<file path="src/rtl/dcache_pkg.sv">
// Shared field widths and FSM state type for the 2-way data-cache controller.
package dcache_pkg;

   localparam int ADDR_W    = 32;
   localparam int LINE_W    = 256;
   localparam int TAG_W     = 25;
   localparam int WORD_W    = 32;
   localparam int OFS_W     = 5;
   localparam int IDX_W     = 4;
   localparam int ATAG_W    = 23;
   localparam int WSEL_W    = 3;
   localparam int VALID_BIT = 24;
   localparam int DIRTY_BIT = 23;

   typedef enum logic [2:0] {
      IDLE,
      MISS,
      WRITEBACK,
      READMISS,
      READMISSOK
   } state_e;

endpackage

</file>
<file path="src/rtl/dcache_controller_if.sv">
// CPU, cache-SRAM and off-chip memory signals of the data-cache controller.
// master = controller side, slave = CPU/SRAM/memory side.
interface dcache_controller_if;
   import dcache_pkg::*;

   logic [ADDR_W-1:0] cpu_addr_i;
   logic [WORD_W-1:0] cpu_data_i;
   logic              cpu_MemRead_i;
   logic              cpu_MemWrite_i;
   logic [WORD_W-1:0] cpu_data_o;
   logic              cpu_stall_o;

   logic [IDX_W-1:0]  sram_addr_o;
   logic [TAG_W-1:0]  sram_tag_o;
   logic [LINE_W-1:0] sram_data_o;
   logic              sram_enable_o;
   logic              sram_write_o;
   logic [TAG_W-1:0]  sram_tag_i;
   logic [LINE_W-1:0] sram_data_i;
   logic              sram_hit_i;

   logic [ADDR_W-1:0] mem_addr_o;
   logic [LINE_W-1:0] mem_data_o;
   logic              mem_enable_o;
   logic              mem_write_o;
   logic [LINE_W-1:0] mem_data_i;
   logic              mem_ack_i;

   modport master (
      input  cpu_addr_i, cpu_data_i, cpu_MemRead_i, cpu_MemWrite_i,
      output cpu_data_o, cpu_stall_o,
      output sram_addr_o, sram_tag_o, sram_data_o, sram_enable_o, sram_write_o,
      input  sram_tag_i, sram_data_i, sram_hit_i,
      output mem_addr_o, mem_data_o, mem_enable_o, mem_write_o,
      input  mem_data_i, mem_ack_i
   );

   modport slave (
      output cpu_addr_i, cpu_data_i, cpu_MemRead_i, cpu_MemWrite_i,
      input  cpu_data_o, cpu_stall_o,
      input  sram_addr_o, sram_tag_o, sram_data_o, sram_enable_o, sram_write_o,
      output sram_tag_i, sram_data_i, sram_hit_i,
      input  mem_addr_o, mem_data_o, mem_enable_o, mem_write_o,
      output mem_data_i, mem_ack_i
   );

endinterface

</file>
<file path="src/rtl/dcache_word_sel.sv">
// Extracts one 32-bit word from a 256-bit cache line and builds the line
// with that word replaced by store data.
module dcache_word_sel
   import dcache_pkg::*;
(
   input  logic [LINE_W-1:0] line,
   input  logic [WSEL_W-1:0] sel,
   input  logic [WORD_W-1:0] wdata,
   output logic [WORD_W-1:0] word,
   output logic [LINE_W-1:0] merged
);

   logic [7:0] bit_ofs;

   always_comb begin
      bit_ofs = {sel, 5'b0};
      word    = line[bit_ofs +: WORD_W];
      merged  = line;
      merged[bit_ofs +: WORD_W] = wdata;
   end

endmodule

</file>
<file path="src/rtl/dcache_controller.sv">
// Data-cache miss/hit controller between the CPU MEM stage and data memory.
// Build option DCACHE_STAT_EN adds saturating hit/miss counters on hit_cnt_o/miss_cnt_o.
//
// state      | meaning
// IDLE       | serve hits combinationally, detect misses
// MISS       | inspect LRU victim, latch it if valid and dirty
// WRITEBACK  | write latched dirty victim line to memory
// READMISS   | read requested line, fill SRAM on ack
// READMISSOK | one cycle for the SRAM fill to settle
module dcache_controller
   import dcache_pkg::*;
(
   input  logic                clk_i,
   input  logic                rst_i,
   dcache_controller_if.master bus
`ifdef DCACHE_STAT_EN
   ,
   output logic [31:0]         hit_cnt_o,
   output logic [31:0]         miss_cnt_o
`endif
);

   state_e state_q, state_d;

   logic [ADDR_W-1:0] wb_addr_q;
   logic [LINE_W-1:0] wb_data_q;

   logic              req;
   logic              is_wr;
   logic              victim_dirty;
   logic [IDX_W-1:0]  idx;
   logic [ATAG_W-1:0] atag;
   logic [WSEL_W-1:0] wsel;
   logic [WORD_W-1:0] rd_word;
   logic [LINE_W-1:0] merged_line;
   logic              unused_byte_ofs;

   assign req             = bus.cpu_MemRead_i | bus.cpu_MemWrite_i;
   assign is_wr           = bus.cpu_MemWrite_i;
   assign idx             = bus.cpu_addr_i[OFS_W+IDX_W-1:OFS_W];
   assign atag            = bus.cpu_addr_i[ADDR_W-1:OFS_W+IDX_W];
   assign wsel            = bus.cpu_addr_i[OFS_W-1:2];
   assign victim_dirty    = bus.sram_tag_i[VALID_BIT] & bus.sram_tag_i[DIRTY_BIT];
   assign bus.sram_addr_o = idx;
   assign unused_byte_ofs = ^bus.cpu_addr_i[1:0];

   dcache_word_sel u_word_sel (
      .line   (bus.sram_data_i),
      .sel    (wsel),
      .wdata  (bus.cpu_data_i),
      .word   (rd_word),
      .merged (merged_line)
   );

   always_ff @(posedge clk_i or negedge rst_i) begin
      if (!rst_i) begin
         state_q   <= IDLE;
         wb_addr_q <= '0;
         wb_data_q <= '0;
      end else begin
         state_q <= state_d;
         if (state_q == MISS && victim_dirty) begin
            wb_addr_q <= {bus.sram_tag_i[ATAG_W-1:0], idx, {OFS_W{1'b0}}};
            wb_data_q <= bus.sram_data_i;
         end
      end
   end

   always_comb begin
      state_d           = state_q;
      bus.cpu_data_o    = '0;
      bus.sram_write_o  = 1'b0;
      bus.sram_tag_o    = '0;
      bus.sram_data_o   = '0;
      bus.mem_enable_o  = 1'b0;
      bus.mem_write_o   = 1'b0;
      bus.mem_addr_o    = '0;
      bus.mem_data_o    = '0;

      case (state_q)
         IDLE: begin
            if (req && bus.sram_hit_i) begin
               if (is_wr) begin
                  bus.sram_write_o = 1'b1;
                  bus.sram_data_o  = merged_line;
                  bus.sram_tag_o   = {1'b1, 1'b1, atag};
               end else begin
                  bus.cpu_data_o = rd_word;
               end
            end else if (req) begin
               state_d = MISS;
            end
         end
         MISS: begin
            state_d = victim_dirty ? WRITEBACK : READMISS;
         end
         WRITEBACK: begin
            bus.mem_enable_o = 1'b1;
            bus.mem_write_o  = 1'b1;
            bus.mem_addr_o   = wb_addr_q;
            bus.mem_data_o   = wb_data_q;
            if (bus.mem_ack_i) state_d = READMISS;
         end
         READMISS: begin
            bus.mem_enable_o = 1'b1;
            bus.mem_addr_o   = {bus.cpu_addr_i[ADDR_W-1:OFS_W], {OFS_W{1'b0}}};
            if (bus.mem_ack_i) begin
               bus.sram_write_o = 1'b1;
               bus.sram_data_o  = bus.mem_data_i;
               bus.sram_tag_o   = {1'b1, 1'b0, atag};
               state_d          = READMISSOK;
            end
         end
         READMISSOK: begin
            state_d = IDLE;
         end
         default: begin
            state_d = IDLE;
         end
      endcase

      bus.sram_enable_o = req | (state_q != IDLE);
      bus.cpu_stall_o   = (req & ~bus.sram_hit_i & (state_q == IDLE)) | (state_q != IDLE);

      // Request-driven outputs would otherwise follow the CPU while reset is held.
      if (!rst_i) begin
         bus.cpu_data_o    = '0;
         bus.cpu_stall_o   = 1'b0;
         bus.sram_enable_o = 1'b0;
         bus.sram_write_o  = 1'b0;
         bus.sram_tag_o    = '0;
         bus.sram_data_o   = '0;
         bus.mem_enable_o  = 1'b0;
         bus.mem_write_o   = 1'b0;
         bus.mem_addr_o    = '0;
         bus.mem_data_o    = '0;
      end
   end

`ifdef DCACHE_STAT_EN
   logic hit_evt;
   logic miss_evt;

   assign hit_evt  = (state_q == IDLE) & req & bus.sram_hit_i;
   assign miss_evt = (state_q == IDLE) & req & ~bus.sram_hit_i;

   always_ff @(posedge clk_i or negedge rst_i) begin
      if (!rst_i) begin
         hit_cnt_o  <= '0;
         miss_cnt_o <= '0;
      end else begin
         if (hit_evt && (hit_cnt_o != '1)) hit_cnt_o <= hit_cnt_o + 32'd1;
         if (miss_evt && (miss_cnt_o != '1)) miss_cnt_o <= miss_cnt_o + 32'd1;
      end
   end
`endif

endmodule
</file>
<file path="src/flat_wrapper.sv">
// flat-port wrapper written by rule: the top's interface ports become plain ports
module dcache_controller_flat import dcache_pkg::*;
  (clk_i, rst_i, bus_cpu_addr_i, bus_cpu_data_i, bus_cpu_MemRead_i, bus_cpu_MemWrite_i, bus_cpu_data_o, bus_cpu_stall_o, bus_sram_addr_o, bus_sram_tag_o, bus_sram_data_o, bus_sram_enable_o, bus_sram_write_o, bus_sram_tag_i, bus_sram_data_i, bus_sram_hit_i, bus_mem_addr_o, bus_mem_data_o, bus_mem_enable_o, bus_mem_write_o, bus_mem_data_i, bus_mem_ack_i);
  dcache_controller_if bus_i ();
  input  logic clk_i;
  input  logic rst_i;
  input wire logic [$bits(bus_i.cpu_addr_i)-1:0] bus_cpu_addr_i;
  input wire logic [$bits(bus_i.cpu_data_i)-1:0] bus_cpu_data_i;
  input wire logic [$bits(bus_i.cpu_MemRead_i)-1:0] bus_cpu_MemRead_i;
  input wire logic [$bits(bus_i.cpu_MemWrite_i)-1:0] bus_cpu_MemWrite_i;
  output wire logic [$bits(bus_i.cpu_data_o)-1:0] bus_cpu_data_o;
  output wire logic [$bits(bus_i.cpu_stall_o)-1:0] bus_cpu_stall_o;
  output wire logic [$bits(bus_i.sram_addr_o)-1:0] bus_sram_addr_o;
  output wire logic [$bits(bus_i.sram_tag_o)-1:0] bus_sram_tag_o;
  output wire logic [$bits(bus_i.sram_data_o)-1:0] bus_sram_data_o;
  output wire logic [$bits(bus_i.sram_enable_o)-1:0] bus_sram_enable_o;
  output wire logic [$bits(bus_i.sram_write_o)-1:0] bus_sram_write_o;
  input wire logic [$bits(bus_i.sram_tag_i)-1:0] bus_sram_tag_i;
  input wire logic [$bits(bus_i.sram_data_i)-1:0] bus_sram_data_i;
  input wire logic [$bits(bus_i.sram_hit_i)-1:0] bus_sram_hit_i;
  output wire logic [$bits(bus_i.mem_addr_o)-1:0] bus_mem_addr_o;
  output wire logic [$bits(bus_i.mem_data_o)-1:0] bus_mem_data_o;
  output wire logic [$bits(bus_i.mem_enable_o)-1:0] bus_mem_enable_o;
  output wire logic [$bits(bus_i.mem_write_o)-1:0] bus_mem_write_o;
  input wire logic [$bits(bus_i.mem_data_i)-1:0] bus_mem_data_i;
  input wire logic [$bits(bus_i.mem_ack_i)-1:0] bus_mem_ack_i;
  assign bus_i.cpu_addr_i = bus_cpu_addr_i;
  assign bus_i.cpu_data_i = bus_cpu_data_i;
  assign bus_i.cpu_MemRead_i = bus_cpu_MemRead_i;
  assign bus_i.cpu_MemWrite_i = bus_cpu_MemWrite_i;
  assign bus_cpu_data_o = bus_i.cpu_data_o;
  assign bus_cpu_stall_o = bus_i.cpu_stall_o;
  assign bus_sram_addr_o = bus_i.sram_addr_o;
  assign bus_sram_tag_o = bus_i.sram_tag_o;
  assign bus_sram_data_o = bus_i.sram_data_o;
  assign bus_sram_enable_o = bus_i.sram_enable_o;
  assign bus_sram_write_o = bus_i.sram_write_o;
  assign bus_i.sram_tag_i = bus_sram_tag_i;
  assign bus_i.sram_data_i = bus_sram_data_i;
  assign bus_i.sram_hit_i = bus_sram_hit_i;
  assign bus_mem_addr_o = bus_i.mem_addr_o;
  assign bus_mem_data_o = bus_i.mem_data_o;
  assign bus_mem_enable_o = bus_i.mem_enable_o;
  assign bus_mem_write_o = bus_i.mem_write_o;
  assign bus_i.mem_data_i = bus_mem_data_i;
  assign bus_i.mem_ack_i = bus_mem_ack_i;
  dcache_controller u_core (.clk_i(clk_i), .rst_i(rst_i), .bus(bus_i));
endmodule
</file>
<file path="config.mk">
export PLATFORM = sky130hd
export DESIGN_NAME = dcache_controller_flat
export DESIGN_NICKNAME = d
export VERILOG_FILES = /design/src/rtl/dcache_pkg.sv /design/src/rtl/dcache_controller_if.sv /design/src/rtl/dcache_word_sel.sv /design/src/rtl/dcache_controller.sv /design/src/flat_wrapper.sv
export SDC_FILE = /design/constraint.sdc
export NUM_CORES = 1
export LEC_CHECK = 0
export CORE_AREA = 2 2 468 470
export CTS_BUF_LIST = sky130_fd_sc_hd__clkbuf_2
export DETAILED_ROUTE_END_ITERATION = 10
export DIE_AREA = 0 0 470 472
export GPL_TIMING_DRIVEN = 0
export RECOVER_POWER = 50
export REMOVE_ABC_BUFFERS = 1
export SYNTH_ARGS = -nofsm -noshare
export SYNTH_HDL_FRONTEND = slang
export SYNTH_SLANG_ARGS = --single-unit
</file>
<file path="constraint.sdc">
create_clock -name clk_i -period 2.85 [get_ports clk_i]
set_input_delay 0.285 -clock clk_i [delete_from_list [all_inputs] [get_ports clk_i]]
set_output_delay 0.285 -clock clk_i [all_outputs]
set_load 0.03 [all_outputs]
</file>
# ---- After elaboration in Yosys (flattened, before gate mapping)
# Cells that the tools add are included.
dict set report totals {
  word_cells 63
  regBits 286
  output_inout_bits 610
  in_bits 607
}
dict set report classes {
  n_eq_ne 7
  n_bitwise 7
  n_addsub 1
  shifts 3
  n_reduce_logical 6
  mux 36
}
# op count
set ops {}
lappend ops {{2-to-1 mux 256 bit} 6}
lappend ops {{one-hot mux 256 bit (2 select lines)} 1}
lappend ops {{bitwise mux 256 bit} 1}
lappend ops {{variable shift 32 x 10 -> 256 bit (first input constant)} 1}
lappend ops {{indexed part select 256 x 9 -> 32 bit} 1}
lappend ops {{indexed part select 32 x 10 -> 256 bit} 1}
lappend ops {{2-to-1 mux 32 bit} 5}
lappend ops {{2-to-1 mux 25 bit} 4}
lappend ops {{one-hot mux 32 bit (2 select lines)} 1}
lappend ops {{one-hot mux 25 bit (2 select lines)} 1}
lappend ops {{2-to-1 mux 3 bit} 4}
lappend ops {{one-hot mux 3 bit (4 select lines)} 1}
lappend ops {{2-to-1 mux 1 bit} 11}
lappend ops {{negator 8 -> 10 bit} 1}
lappend ops {{equality test 3 x 2 -> 1 bit (second input constant)} 2}
lappend ops {{!= test 2 bit (second input constant)} 3}
lappend ops {{AND reduction 4 bit} 1}
lappend ops {{AND 1 bit} 3}
lappend ops {{equality test 3 x 1 -> 1 bit (second input constant)} 1}
lappend ops {{zero test 3 bit} 1}
lappend ops {{bitwise OR 1 bit} 3}
lappend ops {{nonzero test 3 bit} 1}
lappend ops {{logical AND 1 bit} 2}
lappend ops {{!= test 2 x 1 -> 1 bit (second input constant)} 1}
lappend ops {{other kinds (3)} 3}

# ---- Longest topological paths before layout
# Gate-level depths: netlist (run 1).
dict set report depth {
  depth_word 7
  mapped_depth 12
  depth_no_buf 7
}

# ---- Modules after synthesis
# Synthesis (run 1) repeated with hierarchy kept, for this count alone.
dict set report unflattened {
  hier_cells 2265
  area_unflattened_um2 24161.9
}
# mod seq_area_each_um2 cells_per_inst area_each_um2 instances
set modules_own_cells {}
lappend modules_own_cells {dcache_controller 7156.9 1672 18358.9 1}
lappend modules_own_cells {dcache_word_sel 0.0 593 5803.1 1}

# ---- Least setup slack after synthesis (run 1)
# No wires, ideal clock.
dict set report synth_path {
  kind {input to output}
  start {input bus_cpu_addr_i[3]}
  end {output bus_sram_data_o[17]}
  required_ps 2565
  path_buffers 5
  setup_slack_ps -758
  t_arrival_ps 3323
  path_stages 12
  cell_sequence {clkbuf_1 > clkbuf_1 > inv_1 > ha_1 > ha_1 > buf_4 > nor4b_1 > and2_1 > buf_2 > buf_2 > a22oi_1 > a221oi_1}
}
dict set report synth_between {
  elab_chain_cells 7
  elab_cells_between_ends 8
  classes_between {add/sub: 1; shift: 2; mux: 5}
}
# item line
set synth_rtl {}
lappend synth_rtl {{start, declared} flat_wrapper.sv:7} ;# input wire logic [$bits(bus_i.cpu_addr_i)-1:0] bus_cpu_addr_i;
lappend synth_rtl {{negator 8 -> 10 bit *} dcache_word_sel.sv:19} ;# merged[bit_ofs +: WORD_W] = wdata;
lappend synth_rtl {{indexed part select 32 x 10 -> 256 bit or variable shift 32 x 10 -> 256 bit (tied branches)} dcache_word_sel.sv:19}
lappend synth_rtl {{bitwise mux 256 bit *} dcache_word_sel.sv:19}
lappend synth_rtl {{2-to-1 mux 256 bit *} dcache_controller.sv:83} ;# if (is_wr) begin
lappend synth_rtl {{2-to-1 mux 256 bit *} dcache_controller.sv:82} ;# if (req && bus.sram_hit_i) begin
lappend synth_rtl {{one-hot mux 256 bit (2 select lines) *} dcache_controller.sv:80} ;# case (state_q)
lappend synth_rtl {{2-to-1 mux 256 bit *} dcache_controller.sv:126} ;# if (!rst_i) begin
lappend synth_rtl {{end, declared} flat_wrapper.sv:15} ;# output wire logic [$bits(bus_i.sram_data_o)-1:0] bus_sram_data_o;
# Every way passes the cells marked *; elsewhere a longest branch is shown, timed or not.

# ---- Final worst setup path (run 1)
dict set report layout_path {
  start {input bus_cpu_addr_i[3]}
  end {output bus_sram_data_o[13]}
}
# Same word-level chain as after synthesis.

==> out/results.ini, run 1 <==
[timing]
hold_viol_final=0
finClkSkew_ns=0.187
report.final.setup_viol=975
layout_setup_ws_ns=-1.56
max_freq_ghz=0.227
timing_max_transition_violations_final=0
period_minus_slack_ns=4.41
timing_worst_slew_pin_value_ns=1.45
timing.final.crit_share=1.55
rsz0062_at_grt=true
tightest_slew_margin_relative_to_the_limit=0.0308

[route]
avgViaCountPerCell=4.30
wl_per_cell_um=39.4
drt_iter0_drc=2844
drc=0
totalWireLength_mm=275
antenna_violating_nets_post_route=0
drt_pass1_iterations=6
num_vias=30000

[setup_path]
crit_path_arrival_time_ns=4.13
setup.worst_path.class=input pin to primary output
critical_path_peak_fanout=47
required_ns=2.57
critPathLaunchType=input pin
cp-end-kind=primary output

[synthesis]
syn_area_per_cell_um2=10.3
synth_cells=1947
syn_area_um2=20100
flip_flop_and_latch_count_after_synthesis=286
sequential_share_of_the_synthesized_area=0.356
synth_warnings=0
unique_cell_type_count_in_the_yosys_netlist=47

[floorplanning]
rows=171
area_inside_the_core_boundary_um2=217000
top_level_ports=1217
die-width_um=470
dieArea_um2=222000
die_h_um=472
initial_core_utilization=0.0927

[pwr]
power.static_leakage_nw=20.4
pwr-share-clk=0.143
worst_ir_drop_vdd_mv=0.406
seq_power_share=0.242
cellPowerDensity_nw_per_um2=585
power.net_switching_w=0.0138
combPwrFrac=0.615
power_report.internal_total_w=0.0157
netSwitchingFraction=0.469

[clocking]
clock_sinks=286
cts_max_level=3
clkLatencyLatePin_ns=1.61
cts.root.buffer_cell=sky130_fd_sc_hd__clkbuf_2
tritoncts=built
worst_setup_hold_path_clk_slew_ns=0.08
cts_buffer_depth=3
cts_made_buffers=98

[grt]
first_global_vias=29600
antenna_found_initial=150
global_route.usage.total=0.223
grt_remaining_overflow=0
first_pass_grt_wire_length_mm=322
grt_max_degree=96

[run_status]
outcome=finished, violations left
failed_checks=negative setup slack

[final_layout]
leading_cell_type_in_the_layout_fill_and_taps_excluded=sky130_fd_sc_hd__clkdlybuf4s50_1
top_library_cells_by_usage_in_the_layout_fill_and_taps_aside=sky130_fd_sc_hd__clkdlybuf4s50_1 (730), sky130_fd_sc_hd__dlygate4sd3_1 (564), sky130_fd_sc_hd__mux2_2 (283), sky130_fd_sc_hd__dfrtp_1 (283), sky130_fd_sc_hd__buf_6 (272)
nNetsFinal=4606
drive_gt1_frac=0.386
finalInstanceArea_um2=50400
layout-area-overhead-vs-synth_pct=151
final_core_utilization=0.233

[place]
final_weighted_congestion_in_routability_driven_placement=0.986
detailed_place_hpwl_mm=202
port_buffers=1209
postPlaceCellArea_um2=37200

[run]
maxCapViolCount=0

[hold_path]
worstHoldPathType=input pin to flop

==> power by group through the flow <==
| stage | Sequential, W | Clock [W] | Combinational [W] |
|---|---|---|---|
| detailed placement | 0.00712 | 0 | 0.0142 |
| global route | 0.00730 | 0.00456 | 0.0187 |
| floorplan | 0.00677 | 0 | 0.00752 |
| global placement | 0.00718 | 0 | 0.0117 |
| finish | 0.00713 | 0.00420 | 0.0181 |
| CTS | 0.00701 | 0.00443 | 0.0161 |
==> cells by family (layout without fill, tap and decap cells) <==
group	after synthesis	in the layout	synth area share
flops	286	286	0.356
mux	374	374	0.244
simple gates	507	509	0.148
buf+inv	212	2323	0.0482
fa+ha+maj	6	6	0.00374
other cells	1	75	0.000187
compound gates	561	561	0.200
==> stage by stage <==
step | setup TNS, ns | worst slack [ns] | hold slack, ns | total power, W | std cells
2_1_floorplan | -5338.88 | -9.50 | -0.0106 | 0.0143 | 1745
3_3_place_gp | - | -29.22 | 0.478 | 0.0189 | 5808
3_5_place_dp | -784.68 | -3.09 | 0.257 | 0.0214 | 5925
4_1_cts | -944.95 | -1.74 | 0.00829 | 0.0275 | 6800
5_1_grt | -966.16 | -1.65 | 0.194 | 0.0306 | 6965
6_report | -873.26 | -1.56 | 0.344 | 0.0295 | 6988
==> metal layers <==
metal,GRT usage,part of all wire,vias up
met3,0.106,0.13,797
li1,-,-,11500
met4,0.156,0.086,94
met1,0.247,0.36,15000
met5,0.00692,0.0035,-
met2,0.335,0.42,2590
==> cells in the mapped netlist, drive strengths merged <==
master,instances,area share
a22oi,238,0.089
and3,17,0.0053
nor4b,1,0.00044
a21boi,2,0.00075
nor4,2,0.00093
and2,283,0.088
o21ai,197,0.055
mux2,283,0.16
nand2b,33,0.010
or2,1,0.00031
a311oi,6,0.0079
nand2,96,0.018
mux2i,27,0.013
a21oi,22,0.0055
a221oi,63,0.027
mux4,64,0.072
nand4,5,0.0028
dfrtp,286,0.36
nand3b,2,0.0014
nor3,20,0.0080
buf,92,0.025
or3b,1,0.00044
nor2,35,0.0074
nor3b,2,0.0013
conb,1,0.00019
o211a,1,0.00050
inv,6,0.0011
nand3,4,0.0015
clkbuf,114,0.022
nor2b,3,0.00093
ha,6,0.0037
or3,1,0.00031
a22o,32,0.014
or4,1,0.00037
==> final timing paths <==
check | from | slack, ns | cells past startpoint | to
worst min register to register | u_core.wb_data_q[76] | 0.50 | 1 | u_core.wb_data_q[76]
min in group asynchronous | rst_i | 1.61 | 16 | u_core.wb_addr_q[23]
worst max-delay path | bus_cpu_addr_i[3] | -1.56 | 13 | bus_sram_data_o[13]
worst max register to register | u_core.state_q[1] | -0.74 | 12 | u_core.wb_data_q[195]
worst min-delay path | bus_sram_data_i[138] | 0.34 | 3 | u_core.wb_data_q[138]
max in group asynchronous | rst_i | -0.70 | 17 | u_core.wb_data_q[175]
==> cell type report <==
type,instances,area [µm²]
clock buffer,141,706
sequential,286,7160
antenna,70,175
clock inverter,30,171
multi-input combinational,1455,14700
timing repair buffer,2146,23900
tap,2854,3570
fill,23100,166000
inverter,6,22.5
==> worst max-delay path, cell delays in order <==
cell and delay (ns):
sky130_fd_sc_hd__buf_6 0.33, sky130_fd_sc_hd__buf_16 0.31, sky130_fd_sc_hd__inv_1 0.18, sky130_fd_sc_hd__ha_1 0.31, sky130_fd_sc_hd__ha_4 0.33, sky130_fd_sc_hd__nor4b_4 0.35
sky130_fd_sc_hd__buf_4 0.24, sky130_fd_sc_hd__buf_4 0.16, sky130_fd_sc_hd__nand2_4 0.20, sky130_fd_sc_hd__buf_16 0.30, sky130_fd_sc_hd__a221oi_1 0.45, sky130_fd_sc_hd__nor3_4 0.12
sky130_fd_sc_hd__buf_4 0.20
==> registers in the layout (all words and copies together), names as in the netlist <==
name,count
u_core.state_q,3
u_core.wb_addr_q,27
u_core.wb_data_q,256
==> timing repair <==
item / in CTS / in global routing
hold buffers: 580 / 0
pin swaps: 52 / 69
gates resized for setup: 2172 / 930
gates cloned: 9 / 30
endpoints found under the hold margin: 572 / 0
setup buffers: 117 / 94
setup endpoints to repair: 687 / 765
Note: power is estimated with default switching activity, not from simulation.
==> run 2, diff against run 1 <==
--- a/config.mk
+++ b/config.mk
@@ -5,10 +5,10 @@
 export SDC_FILE = /design/constraint.sdc
 export NUM_CORES = 1
 export LEC_CHECK = 0
-export CORE_AREA = 2 2 468 470
+export CORE_AREA = 2 2 476 478
 export CTS_BUF_LIST = sky130_fd_sc_hd__clkbuf_2
 export DETAILED_ROUTE_END_ITERATION = 10
-export DIE_AREA = 0 0 470 472
+export DIE_AREA = 0 0 478 480
 export GPL_TIMING_DRIVEN = 0
 export RECOVER_POWER = 50
 export REMOVE_ABC_BUFFERS = 1
==> out/results.ini, run 2 (synthesized netlist as in run 1, its figures left out) <==
[timing]
finClkSkew_ns=0.0935
layout_setup_ws_ns=-1.49
hold_slack_ns=0.265
period_minus_slack_ns=4.34
tightest_slew_margin_relative_to_the_limit=-0.149
rsz0062_at_grt=true
hold_viol_final=0
max_freq_ghz=0.230
timing_max_transition_violations_final=49
timing.final.crit_share=1.52
timing_worst_slew_pin_value_ns=1.72
report.final.setup_viol=956

[grt]
use_met3=0.106
grt_remaining_overflow=0
antenna_found_initial=152
global_route.usage.total=0.220
first_global_vias=29100
met2_usage=0.340
met1_usage=0.245
globalRoute.busiestLayer=met2
grt_max_degree=83
first_pass_grt_wire_length_mm=326

[pwr]
worst_ir_drop_vdd_mv=0.310
cellPowerDensity_nw_per_um2=584
power.static_leakage_nw=20.1
design_power_total_w=0.0289

[clocking]
clock_sinks=286
tritoncts=built
cts_max_level=3
cts_made_buffers=104
cts.root.buffer_cell=sky130_fd_sc_hd__clkbuf_2
worst_setup_hold_path_clk_slew_ns=0.11
cts_buffer_depth=3
clkLatencyLatePin_ns=1.57

[setup_path]
crit_path_arrival_time_ns=4.06
regToRegEndpoint=u_core.wb_data_q[225]
critPathLaunchType=input pin
cells_on_worst_reg2reg_path=13
rrSetupSlack_ns=-0.75
required_ns=2.57
r2r_start=u_core.state_q[0]
critical_path_peak_fanout=25
cp-end-kind=primary output
setup.worst_path.class=input pin to primary output

[run_status]
failed_checks=max-capacitance violations, max-slew violations, negative setup slack
outcome=finished, violations left

[final_layout]
flip_flop_count_of_the_largest_register_all_copies_and_words_added=256
layout-area-overhead-vs-synth_pct=146
drive_gt1_frac=0.366
leading_cell_type_in_the_layout_fill_and_taps_excluded=sky130_fd_sc_hd__clkdlybuf4s50_1
num-fill-cells=24300
finalInstanceArea_um2=49400
top_library_cells_by_usage_in_the_layout_fill_and_taps_aside=sky130_fd_sc_hd__clkdlybuf4s50_1 (723), sky130_fd_sc_hd__dlygate4sd3_1 (568), sky130_fd_sc_hd__mux2_2 (283), sky130_fd_sc_hd__dfrtp_1 (283), sky130_fd_sc_hd__and2_1 (271)
final_core_utilization=0.220
layout_top_registers=u_core.wb_data_q x256, u_core.wb_addr_q x27, u_core.state_q x3
nNetsFinal=4612
top_register=u_core.wb_data_q

[route]
drc=0
drt_iter0_drc=2665
totalWireLength_mm=273
num_vias=29400
drt_pass1_iterations=5
wl_per_cell_um=38.2
antenna_violating_nets_post_route=0
avgViaCountPerCell=4.12

[hold_path]
worstHoldPathType=input pin to flop
holdPathEnd=u_core.wb_data_q[63]
min_delay_path_depth=3
hold_path.startpoint=bus_sram_data_i[63]

[place]
preCtsSetupSlack_ns=-2.97
final_weighted_congestion_in_routability_driven_placement=0.977
detailed_place_hpwl_mm=210
postPlaceCellArea_um2=37400
port_buffers=1209

[floorplanning]
dieArea_um2=229000
area_inside_the_core_boundary_um2=224000
initial_core_utilization=0.0896
top_level_ports=1217
die-width_um=478
rows=174
die_h_um=480

[run]
maxCapViolCount=1

## run 2: cell types whose count changed in the layout (fill, tap and decap cells not counted), moves of 13 or more
cell	previous run	this run
sky130_fd_sc_hd__buf_2	6	20
sky130_fd_sc_hd__o21ai_4	103	53
sky130_fd_sc_hd__o21ai_1	43	85
sky130_fd_sc_hd__buf_4	158	189
sky130_fd_sc_hd__clkdlybuf4s15_2	6	28
sky130_fd_sc_hd__dlygate4sd2_1	145	165
sky130_fd_sc_hd__and2_1	258	271
sky130_fd_sc_hd__buf_6	272	214
## run 2: area by class of cell
| type | count | area [µm²] | area share |
|---|---|---|---|
| Timing Repair Buffer | 2146 | 23300 | 0.473 |
| Multi-Input combinational cell | 1455 | 14000 | 0.284 |
| Sequential cell | 286 | 7170 | 0.145 |
| Tap cell | 2992 | 3740 | 0.0758 |
| Clock buffer | 144 | 721 | 0.0146 |
| Antenna cell | 72 | 180 | 0.00365 |
| Clock inverter | 37 | 169 | 0.00342 |
| Inverter | 6 | 22.5 | 0.000456 |
## run 2: per-stage QoR
stage	setup TNS [ns]	std cells
after global placement	-	5946
after global routing	-1014.45	7105
after detailed placement	-848.63	6069
after floorplan	-5338.88	1745
after CTS	-1000.82	6919
final	-823.59	7138
## run 2: what timing repair did
action                      CTS  global route
cloned                        9            17
hold endpoints to repair    572             0
resized for setup          1473          1254
setup endpoints to repair   706           755
pin swaps                    37            70
hold buffers                570             0
setup buffers                91           133
## run 2: report_power, final
part           internal, W  switching, W
sequential         0.00607       0.00103
clock              0.00139       0.00270
combinational      0.00793       0.00973
total               0.0154        0.0135
## run 2: worst max-delay path by stage
stage,startpoint,cells past startpoint,endpoint
final,bus_cpu_addr_i[3],13,bus_sram_data_o[139]
after global routing,u_core.state_q[0],8,bus_sram_data_o[25]
after CTS,u_core.state_q[0],8,bus_sram_data_o[25]
after detailed placement,bus_cpu_addr_i[2],13,bus_sram_data_o[17]
after global placement,rst_i,6,bus_sram_data_o[170]
after floorplan,u_core.state_q[0],2,u_core.wb_addr_q[10]
## run 2: per-layer routing
metal  share of wire  wire length, µm
met2            0.44           119000
met3            0.12            34000
met4           0.073            19900
met5          0.0024              660
met1            0.36            98700
## run 2: critical path: stages
cell,delay [ns]
sky130_fd_sc_hd__clkbuf_8,0.36
sky130_fd_sc_hd__buf_16,0.33
sky130_fd_sc_hd__inv_1,0.14
sky130_fd_sc_hd__ha_1,0.28
sky130_fd_sc_hd__ha_2,0.55
sky130_fd_sc_hd__o21ai_1,0.21
sky130_fd_sc_hd__nor4_4,0.31
sky130_fd_sc_hd__buf_6,0.24
sky130_fd_sc_hd__buf_8,0.18
sky130_fd_sc_hd__buf_6,0.22
sky130_fd_sc_hd__a22oi_1,0.13
sky130_fd_sc_hd__a221oi_4,0.50
sky130_fd_sc_hd__buf_6,0.21
==> run 3, diff against run 2 <==
--- a/config.mk
+++ b/config.mk
@@ -5,11 +5,14 @@
 export SDC_FILE = /design/constraint.sdc
 export NUM_CORES = 1
 export LEC_CHECK = 0
-export CORE_AREA = 2 2 476 478
+export CELL_PAD_IN_SITES_DETAIL_PLACEMENT = 1
+export CELL_PAD_IN_SITES_GLOBAL_PLACEMENT = 1
+export CORE_AREA = 2 2 472 474
 export CTS_BUF_LIST = sky130_fd_sc_hd__clkbuf_2
 export DETAILED_ROUTE_END_ITERATION = 10
-export DIE_AREA = 0 0 478 480
+export DIE_AREA = 0 0 474 476
 export GPL_TIMING_DRIVEN = 0
+export PLACE_DENSITY_LB_ADDON = 0.1
 export RECOVER_POWER = 50
 export REMOVE_ABC_BUFFERS = 1
 export SYNTH_ARGS = -nofsm -noshare
==> out/results.ini, run 3 (synthesized netlist as in run 1, its figures left out) <==
[run_status]
outcome=finished, violations left
failed_checks=max-capacitance violations, max-slew violations, negative setup slack

[timing]
layout_setup_ws_ns=-1.55
timing.final.crit_share=1.54
tightest_slew_margin_relative_to_the_limit=-0.183
max_freq_ghz=0.227
report.final.setup_viol=795
finClkSkew_ns=0.160
period_minus_slack_ns=4.40
fin_tns_setup_ns=-739.12
hold_viol_final=0
timing_worst_slew_pin_value_ns=1.77
rsz0062_at_grt=true
timing_max_transition_violations_final=154
hold_slack_ns=0.379

[setup_path]
critical_path_peak_fanout=9
crit_path_arrival_time_ns=4.12
setup.worst_path.class=input pin to primary output
cells_on_worst_reg2reg_path=13
regToRegEndpoint=u_core.wb_data_q[58]
cp-end-kind=primary output
critPathLaunchType=input pin
r2r_start=u_core.state_q[0]
required_ns=2.57
rrSetupSlack_ns=-0.58

[route]
antenna_violating_nets_post_route=0
avgViaCountPerCell=3.77
drt_pass1_iterations=5
totalWireLength_mm=234
drc=0
num_vias=27400
wl_per_cell_um=32.1
drt_iter0_drc=1108

[final_layout]
layout_top_registers=u_core.wb_data_q x256, u_core.wb_addr_q x27, u_core.state_q x3
top_register=u_core.wb_data_q
top_library_cells_by_usage_in_the_layout_fill_and_taps_aside=sky130_fd_sc_hd__clkdlybuf4s50_1 (700), sky130_fd_sc_hd__dlygate4sd3_1 (598), sky130_fd_sc_hd__buf_4 (342), sky130_fd_sc_hd__buf_6 (287)
drive_gt1_frac=0.424
flip_flop_count_of_the_largest_register_all_copies_and_words_added=256
final_core_utilization=0.232
layout-area-overhead-vs-synth_pct=155
leading_cell_type_in_the_layout_fill_and_taps_excluded=sky130_fd_sc_hd__clkdlybuf4s50_1
finalInstanceArea_um2=51200
nNetsFinal=4782

[hold_path]
hold_path.startpoint=bus_sram_data_i[16]
worstHoldPathType=input pin to flop
min_delay_path_depth=3
holdPathEnd=u_core.wb_data_q[16]

[grt]
grt_remaining_overflow=0
grt_max_degree=85
first_global_vias=28700
global_route.usage.total=0.190
first_pass_grt_wire_length_mm=287
antenna_found_initial=69

[place]
detailed_place_hpwl_mm=165
final_weighted_congestion_in_routability_driven_placement=0.753
postPlaceCellArea_um2=37500
port_buffers=1209

[clocking]
cts.root.buffer_cell=sky130_fd_sc_hd__clkbuf_2
cts_max_level=3
worst_setup_hold_path_clk_slew_ns=0.07
clock_sinks=286
cts_made_buffers=111
clkLatencyLatePin_ns=1.54
cts_buffer_depth=3
tritoncts=built

[floorplanning]
rows=173
die-width_um=474
area_inside_the_core_boundary_um2=221000
initial_core_utilization=0.0909
top_level_ports=1217
dieArea_um2=226000
die_h_um=476

[pwr]
design_power_total_w=0.0303
cellPowerDensity_nw_per_um2=593
worst_ir_drop_vdd_mv=0.301
power.static_leakage_nw=20.9

[run]
maxCapViolCount=3

==> run 3: layer usage <==
metal / GRT usage / vias up / part of all wire
met2: 0.328 / 1155 / 0.48
li1: - / 11900 / -
met5: 0 / - / 0.00075
met4: 0.0494 / 28 / 0.028
met1: 0.225 / 14000 / 0.41
met3: 0.0633 / 287 / 0.081
==> run 3: critical path, cell delays in order <==
cell and delay [ns]:
sky130_fd_sc_hd__buf_8 0.07, sky130_fd_sc_hd__clkbuf_1 0.19, sky130_fd_sc_hd__buf_16 0.14, sky130_fd_sc_hd__buf_16 0.09, sky130_fd_sc_hd__buf_16 0.10, sky130_fd_sc_hd__buf_16 0.09, sky130_fd_sc_hd__buf_16 0.09, sky130_fd_sc_hd__buf_16 0.09
sky130_fd_sc_hd__buf_16 0.10, sky130_fd_sc_hd__buf_16 0.10, sky130_fd_sc_hd__buf_16 0.09, sky130_fd_sc_hd__buf_16 0.10, sky130_fd_sc_hd__buf_16 0.09, sky130_fd_sc_hd__clkbuf_1 0.11, sky130_fd_sc_hd__clkbuf_1 0.23, sky130_fd_sc_hd__buf_16 0.18
sky130_fd_sc_hd__nor2b_4 0.20, sky130_fd_sc_hd__buf_12 0.12, sky130_fd_sc_hd__nand2_8 0.05, sky130_fd_sc_hd__nor2_4 0.19, sky130_fd_sc_hd__buf_6 0.15, sky130_fd_sc_hd__buf_12 0.14, sky130_fd_sc_hd__clkbuf_16 0.17, sky130_fd_sc_hd__and2_1 0.12
sky130_fd_sc_hd__clkdlybuf4s50_1 0.78
==> run 3: final cells by class <==
| class | instances | area, µm² |
|---|---|---|
| repair buffers | 2307 | 25300 |
| fillers | 25100 | 170000 |
| inverters | 6 | 22.5 |
| multi-input cells | 1457 | 13900 |
| well taps | 2975 | 3720 |
| clock inverters | 31 | 184 |
| clock buffers | 174 | 871 |
| diodes | 31 | 77.6 |
| flip-flops and latches | 286 | 7170 |
==> run 3: worst max-delay path by stage <==
stage | start | endpoint | cells after the start
after floorplan | u_core.state_q[0] | u_core.wb_addr_q[10] | 2
after global placement | rst_i | bus_sram_data_o[56] | 6
after detailed placement | bus_cpu_addr_i[2] | bus_sram_data_o[72] | 10
after CTS | u_core.state_q[0] | bus_cpu_data_o[7] | 8
after global routing | u_core.state_q[0] | bus_sram_data_o[59] | 11
final | rst_i | bus_mem_data_o[76] | 25
==> run 3: repair_timing <==
| action | in CTS | in global routing |
|---|---|---|
| hold endpoints to repair | 572 | 0 |
| gates cloned | 22 | 22 |
| resized for setup | 1624 | 1813 |
| setup buffers | 126 | 201 |
| hold buffers | 616 | 0 |
| pin swaps | 35 | 51 |
| endpoints found under the setup margin | 723 | 765 |
==> run 3: metrics by stage <==
step	cells	worst slack, ns
after global routing	7253	-1.68
after floorplan	1745	-9.50
after global placement	5929	-33.70
after CTS	7022	-1.97
after detailed placement	6055	-2.88
final	7267	-1.55
==> run 3: power breakdown <==
part | internal, W | total [W] | leakage [nW] | switching [W]
Clock | 0.00182 | 0.00462 | 0.808 | 0.00279
Sequential | 0.00607 | 0.00701 | 3.46 | 0.000937
Combinational | 0.00920 | 0.0187 | 16.7 | 0.00951
Total | 0.0171 | 0.0303 | 20.9 | 0.0132
